`src/rtl/dest_reg_scoreboard.sv`:
```
// dest_reg_scoreboard: per-register in-flight write counters that stall decode on pending source operands
// Register 0 is never pending; cnt_q[0] is held at zero so indexing by any address stays uniform.
module dest_reg_scoreboard #(
  parameter int ADDR_W    = 5,
  parameter int CNT_W     = 2,
  parameter bit WB_BYPASS = 1'b1
) (
  input  logic              Clk,
  input  logic              Reset,
  input  logic              Flush,
  input  logic              IssueValid,
  input  logic [ADDR_W-1:0] IssueDst,
  output logic              IssueReady,
  input  logic              WbValid,
  input  logic [ADDR_W-1:0] WbDst,
  input  logic [ADDR_W-1:0] RsAddr,
  input  logic              RsUse,
  input  logic [ADDR_W-1:0] RtAddr,
  input  logic              RtUse,
  output logic              Stall,
  output logic              WbError
);
  localparam int NUM_REGS = 2**ADDR_W;
  localparam logic [CNT_W-1:0] CNT_MAX = '1;
  localparam logic [CNT_W-1:0] CNT_ONE = CNT_W'(1);
  logic [CNT_W-1:0] cnt_q [NUM_REGS];
  logic [CNT_W-1:0] cnt_d [NUM_REGS];
  logic wb_error_q, wb_error_d;
  logic [CNT_W-1:0] cnt_iss, cnt_wb, cnt_rs, cnt_rt;
  logic issue_acc, wb_eff, wb_nz, hz_rs, hz_rt;
  assign cnt_iss = cnt_q[IssueDst];
  assign cnt_wb  = cnt_q[WbDst];
  assign cnt_rs  = cnt_q[RsAddr];
  assign cnt_rt  = cnt_q[RtAddr];
  assign wb_nz   = WbValid && WbDst != '0;
  assign IssueReady = !(IssueDst != '0 && cnt_iss == CNT_MAX);
  assign issue_acc  = IssueValid && IssueReady && IssueDst != '0;
  assign wb_eff     = wb_nz && cnt_wb != '0;
  // A write-back retiring the last pending write releases the stall in its own cycle.
  assign hz_rs = RsUse && RsAddr != '0 && cnt_rs != '0 &&
                 !(WB_BYPASS && WbValid && WbDst == RsAddr && cnt_rs == CNT_ONE);
  assign hz_rt = RtUse && RtAddr != '0 && cnt_rt != '0 &&
                 !(WB_BYPASS && WbValid && WbDst == RtAddr && cnt_rt == CNT_ONE);
  assign Stall   = hz_rs || hz_rt;
  assign WbError = wb_error_q;
  always_comb begin
    for (int r = 0; r < NUM_REGS; r++) begin
      cnt_d[r] = (Flush || r == 0) ? '0 :
                 (issue_acc && IssueDst == ADDR_W'(r) && !(wb_eff && WbDst == ADDR_W'(r))) ? cnt_q[r] + CNT_ONE :
                 (wb_eff && WbDst == ADDR_W'(r) && !(issue_acc && IssueDst == ADDR_W'(r))) ? cnt_q[r] - CNT_ONE :
                 cnt_q[r];
    end
    wb_error_d = wb_error_q || (wb_nz && cnt_wb == '0 && !Flush);
  end
  always_ff @(posedge Clk or negedge Reset) begin
    if (!Reset) begin
      for (int r = 0; r < NUM_REGS; r++) cnt_q[r] <= '0;
      wb_error_q <= 1'b0;
    end else begin
      for (int r = 0; r < NUM_REGS; r++) cnt_q[r] <= cnt_d[r];
      wb_error_q <= wb_error_d;
    end
  end
endmodule

```
`config.mk`:
```
export PLATFORM = sky130hd
export DESIGN_NAME = dest_reg_scoreboard
export DESIGN_NICKNAME = d
export VERILOG_FILES = /design/src/rtl/dest_reg_scoreboard.sv
export SDC_FILE = /design/constraint.sdc
export NUM_CORES = 1
export LEC_CHECK = 0
export CAP_MARGIN = 20
export CORE_UTILIZATION = 30
export CTS_CLUSTER_SIZE = 16
export DETAILED_ROUTE_END_ITERATION = 8
export PLACE_DENSITY = 0.58
export SYNTH_ARGS = -nofsm -noshare
export SYNTH_HDL_FRONTEND = slang
export SYNTH_SLANG_ARGS = --single-unit
```
`constraint.sdc`:
```
create_clock -name Clk -period 3.7 [get_ports Clk]
set_input_delay 0.74 -clock Clk [delete_from_list [all_inputs] [get_ports Clk]]
set_output_delay 0.74 -clock Clk [all_outputs]
set_load 0.005 [all_outputs]
```
# After elaboration in Yosys (flattened, before gate mapping)
# Cells that the tools add are included.
# Widths: inputs -> output; s select.
[classes]
n_addsub = 62
n_reduce_logical = 248
order_cmp = 4
eq_ne = 67
n_mux = 105
n_bitwise = 4
[ops]
columns = ["cell", "n"]
rows = [
  ["$mux 2", 101],
  ["$eq 5x5->1 const B", 32],
  ["$logic_and 1x1->1", 141],
  ["$reduce_bool 3->1", 31],
  ["$eq 5x4->1 const B", 16],
  ["$logic_not 1->1", 66],
  ["$add 2x1->2 const B", 31],
  ["$sub 2x1->2 const B", 31],
  ["$bmux 2 s5", 4],
  ["$eq 5x3->1 const B", 8],
  ["$ge 6x6->1 const B", 4],
  ["$not 5->6", 4],
  ["$eq 5x2->1 const B", 4],
  ["$reduce_bool 5->1", 4],
  ["$eq 5x1->1 const B", 2],
  ["$eq 5x5->1", 2],
  ["$reduce_bool 2->1", 3],
  ["$eq 2x1->1 const B", 2],
  ["$eq 2x2->1 const B", 1],
  ["$logic_not 2->1", 1],
  ["$logic_or 1x1->1", 2],
]
[totals]
inputBits = 27
reg_bits = 63

# Longest topological paths before layout
# Gate-level depths: netlist (run 1).
[logic_depth]
ltp_word = 15
depth_mapped = 11

# Worst setup path after synthesis (run 1)
# OpenSTA, ideal clock, no wires.
[synth_timing]
kind = "input port to output port"
start = "input RtAddr[0]"
end = "output Stall"
slack_ns = 0.166
arrival_ns = 2.794
stages = 6
n_path_buf = 2
cell_sequence = "buf_2 > buf_1 > mux4_2 > a221o_1 > a211o_1 > a32o_1"
[synth_between]
elab_chain_len = 9
word_cells_on_any_way = 15
[synth_rtl]
columns = ["element", "line", "rtl"]
rows = [
  ["start, declared", "18", "input logic [ADDR_W-1:0] RtAddr,"],
  ["$not 5->6 (not written as such)", "34", "assign cnt_rt = cnt_q[RtAddr];"],
  ["$bmux 2 s5", "34", ""],
  ["$mux 2 (not written as such) (2 in a row)", "34", ""],
  ["$eq 2x1->1", "43", "!(WB_BYPASS && WbValid && WbDst == RtAddr && cnt_rt == CNT_ONE);"],
  ["$logic_and 1x1->1", "43", ""],
  ["$logic_not 1->1", "43", ""],
  ["$logic_and 1x1->1 *", "42", "assign hz_rt = RtUse && RtAddr != '0 && cnt_rt != '0 &&"],
  ["$logic_or 1x1->1 *", "44", "assign Stall = hz_rs || hz_rt;"],
  ["end, declared", "20", "output logic Stall,"],
]
# Mark *: on every way between the ends. The rest lies on a longest branch, timed or not. The select of a mux whose other input is x is not followed.

# Worst setup path after layout (run 1)
[layout_timing]
start = "input RsAddr[2]"
end = "output Stall"
[layout_between]
elab_chain_len = 9
word_cells_on_any_way = 15
[layout_rtl]
columns = ["element", "line", "rtl"]
rows = [
  ["start, declared", "16", "input logic [ADDR_W-1:0] RsAddr,"],
  ["$not 5->6 (not written as such)", "33", "assign cnt_rs = cnt_q[RsAddr];"],
  ["$bmux 2 s5", "33", ""],
  ["$mux 2 (not written as such) (2 in a row)", "33", ""],
  ["$eq 2x1->1", "41", "!(WB_BYPASS && WbValid && WbDst == RsAddr && cnt_rs == CNT_ONE);"],
  ["$logic_and 1x1->1", "41", ""],
  ["$logic_not 1->1", "41", ""],
  ["$logic_and 1x1->1 *", "40", "assign hz_rs = RsUse && RsAddr != '0 && cnt_rs != '0 &&"],
  ["$logic_or 1x1->1 *", "44", ""],
]
# Marked as above.

==> flow_summary.yaml, run 1 <==
cts:
  h-tree-depth: 3
  clkLatencyLatePin_ns: 0.35
  tritoncts: "yes"
  root_buffer: "clkbuf_16"
  cts.clk_slew.worst_paths_ns: 0.05
  cts_sinks: 63
  cts_made_buffers: 9
  clockBufferDepth: 2
  cts_hold_buffers: 0
route:
  met2_length_microns: 9820
  drt_iter0_markers: 727
  drc: 0
  highest_layer: "met4"
  drt-wirelength-per-cell_microns: 22.41
  routed_wirelength_microns: 21490
  num_vias: 5849
  route.met3.wl_microns: 1925
  antenna_left: 0
  viasPerCell: 6.099
  wl_met1_microns: 8885
  drt_pass1_iterations: 5
timing:
  clock.fmax_ghz: 0.2762
  fin_skew_ns: 0.006925
  fin_crit_sh_pct: 97.86
  setup_viol: 0
  tightestPinTransition_ns: 0.8470
  finalHoldViolCount: 0
  fin_ws_ns: 0.07916
  rsz0062_at_grt: "yes"
  fin_crit_ns: 3.621
  maxSlewHeadroom_pct: 43.53
  slew_violations: 0
  whs_ns: 0.5748
pwr:
  switchingPower_uw: 558.9
  combPwrFrac_pct: 20.1
  p_total_mw: 1.963
  peakVddDrop_uv: 199.4
  p_leak_nw: 2.807
  switching_share_pct: 28.48
  clkPwrFrac_pct: 43.6
  p_seq_share_pct: 36.3
  p_per_area_nw_per_um2: 267.3
  p_int_mw: 1.404
die:
  die_height_microns: 142.4
  io_pins: 30
  rows: 50
  die_x_microns: 142.4
  core_sq_um: 19020
  die_area_sq_um: 20270
  start_util_pct: 31.08
synth:
  yosys_warnings: 0
  synth_nets: 648
  syn_area_sq_um: 5911
  async_flop_share_pct: 100.0
  synthFlopType: "dfrtp_1"
  synth_edf_count: 0
  synthCells: 621
  ys_seq_elements: 63
  synth_cell_type_count: 67
  synth.avg_cell_area_sq_um: 9.518
  seq_area_frac_synth_pct: 26.67
critical_path:
  end_kind: "primary output"
  startpoint: "RsAddr[2]"
  rr_startpoint: "cnt_q[34]"
  cp.required_ns: 2.96
  worstSetupStartpointType: "input port"
  worstPathMaxFanout: 4
  cp.arrival_ns: 2.88
  reg2reg_slack_ns: 0.81
  worstSetupPathType: "in2out"
finish:
  nFillCells: 1932
  final_cells: 959
  drive_gt1_share_pct: 25.89
  finish.utilization_pct: 38.61
  final_nets: 721
  syn_to_final_growth_pct: 24.22
  antenna_cells: 0
grt:
  grt_usage_pct: 21.80
  grt_overflow: 0
  grt_pass1_wl_microns: 33260
  grt_max_degree: 64
  antenna_found_initial: 0
  grt_pass1_vias: 5840
placement:
  placed_cells: 938
  pre_cts_ws_ns: -0.5835
  port_buffers: 29
  dpl.hpwl_microns: 15510
  gp_congestion: 0.9422
job:
  cap_violations: 0
status:
  status: "finished clean"
worst_hold_path:
  hold_class: "reg2reg"
  hp-start: "WbError"
-- synth_stat cells, drive strengths merged, types with 3 or more instances --
cell	count	area, sq um
xor2	13	113.9
o22ai	7	43.79
o21a	6	45.04
or2	7	46.30
or3b	3	26.28
nor2	37	138.9
xor3	3	71.32
xnor2	31	271.5
nand3b	3	22.52
o311ai	4	42.55
buf	26	146.4
nor4	12	81.33
nor3	24	120.1
mux2i	18	180.2
o21ai	38	190.2
a221oi	9	85.08
nand2b	10	62.56
o31a	4	35.03
clkbuf	23	86.33
a21oi	58	290.3
dfrtp	63	1577
nand4	6	37.54
or4	10	78.82
o31ai	24	180.2
and2	13	81.33
a211o	3	26.28
mux2	11	131.4
a22oi	4	30.03
nand2	22	82.58
a211oi	3	27.52
o211ai	4	30.03
xnor3	3	67.56
or3	11	68.82
mux4	42	945.9
nand3	19	95.09
nor2b	24	150.1
-- sequential cells by signal, indices dropped and copies added (netlist names) --
signal and cells:
WbError 1, cnt_q 62
-- worst max-delay path: stages --
cell	delay (ns)
clkdlybuf4s50_1	0.44
xor2_1	0.16
nor4_2	0.26
nand3_1	0.11
buf_4	0.17
buf_6	0.12
a21oi_1	0.13
mux4_2	0.26
nand2_1	0.06
a32o_1	0.21
clkdlybuf4s15_2	0.21
-- cell type report --
class	count	area, sq um	share of cell area (%)
Clock inverter	4	45.04	0.6135
Multi-Input combinational cell	507	4160	56.66
Sequential cell	63	1577	21.47
Inverter	2	7.507	0.1022
Timing Repair Buffer	111	980.9	13.36
Clock buffer	12	246.5	3.357
Tap cell	260	325.3	4.431
-- what timing repair did --
| action | CTS | global route |
|---|---|---|
| pin swaps | 5 | 8 |
| endpoints found under the setup margin | 2 | 2 |
| cloned | 1 | 0 |
| buffers inserted | 3 | 1 |
| resized for setup | 25 | 15 |
| hold endpoints to repair | 0 | 0 |
-- cell usage in the layout, fill, tap and decap left out, types with 6 or more instances in the layout --
cell type	instances
nor2b_1	23
mux2i_1	18
and2_1	11
o22ai_1	6
xnor2_1	31
nand4_1	6
nand3_1	19
a21oi_1	57
buf_4	73
o31ai_1	24
o21a_1	6
clkdlybuf4s50_1	11
xor2_1	13
mux2_2	8
or3_1	11
nand2_1	22
o21ai_0	35
or4_1	9
nor4_1	10
nand2b_1	10
nor3_1	24
nor2_1	36
dlymetal6s2s_1	6
mux4_2	42
dfrtp_1	63
clkbuf_16	9
dlygate4sd2_1	7
-- power groups by stage --
stage               Clock, mW  Combinational, mW  Sequential, mW
finish                  0.855              0.395           0.712
detailed placement          0              0.377           0.723
global placement            0              0.372           0.723
floorplan                   0              0.212           0.717
global route            0.893              0.419           0.713
CTS                     0.870              0.386           0.711
-- cell families after synthesis --
kind of cell,count (synthesis),synth area share [%]
xor+xnor,50,8.870
flops,63,26.67
compound gates,178,19.67
simple gates,208,19.45
mux,71,21.27
buf+inv,51,4.064
-- path summary, 6_finish.rpt --
path                                   to  cells after the start
worst min-delay path              WbError                      1
min in group asynchronous       cnt_q[51]                      2
worst max register to register  cnt_q[34]                      8
max in group asynchronous       cnt_q[26]                      2
worst max-delay path                Stall                     11
worst min register to register    WbError                      1
-- per-layer routing --
metal / track usage [%] / vias to the layer above
li1: - / 2543
met1: 28.59 / 2898
met2: 33.95 / 346
met3: 4.542 / 62
met4: 10.87 / 0
met5: 0 / -
-- stage by stage --
| step | cell area (sq um) | setup TNS (ns) |
|---|---|---|
| CTS | 7283 | 0 |
| floorplan | 5911 | 0 |
| global route | 7342 | -0.03182 |
| global placement | 6899 | -1.776 |
| finish | 7342 | 0 |
| detailed placement | 6899 | -1.693 |
Power figures use the tool's default switching activity.
==> inputs of run 2 (changes only) <==
CAP_MARGIN = not set   (was 20)
CTS_CLUSTER_SIZE = 30   (was 16)
SKIP_LAST_GASP = 1   (was not set)
==> results of run 2 <==
Same layout as run 1: the final DEF is identical, and so are final timing and power.
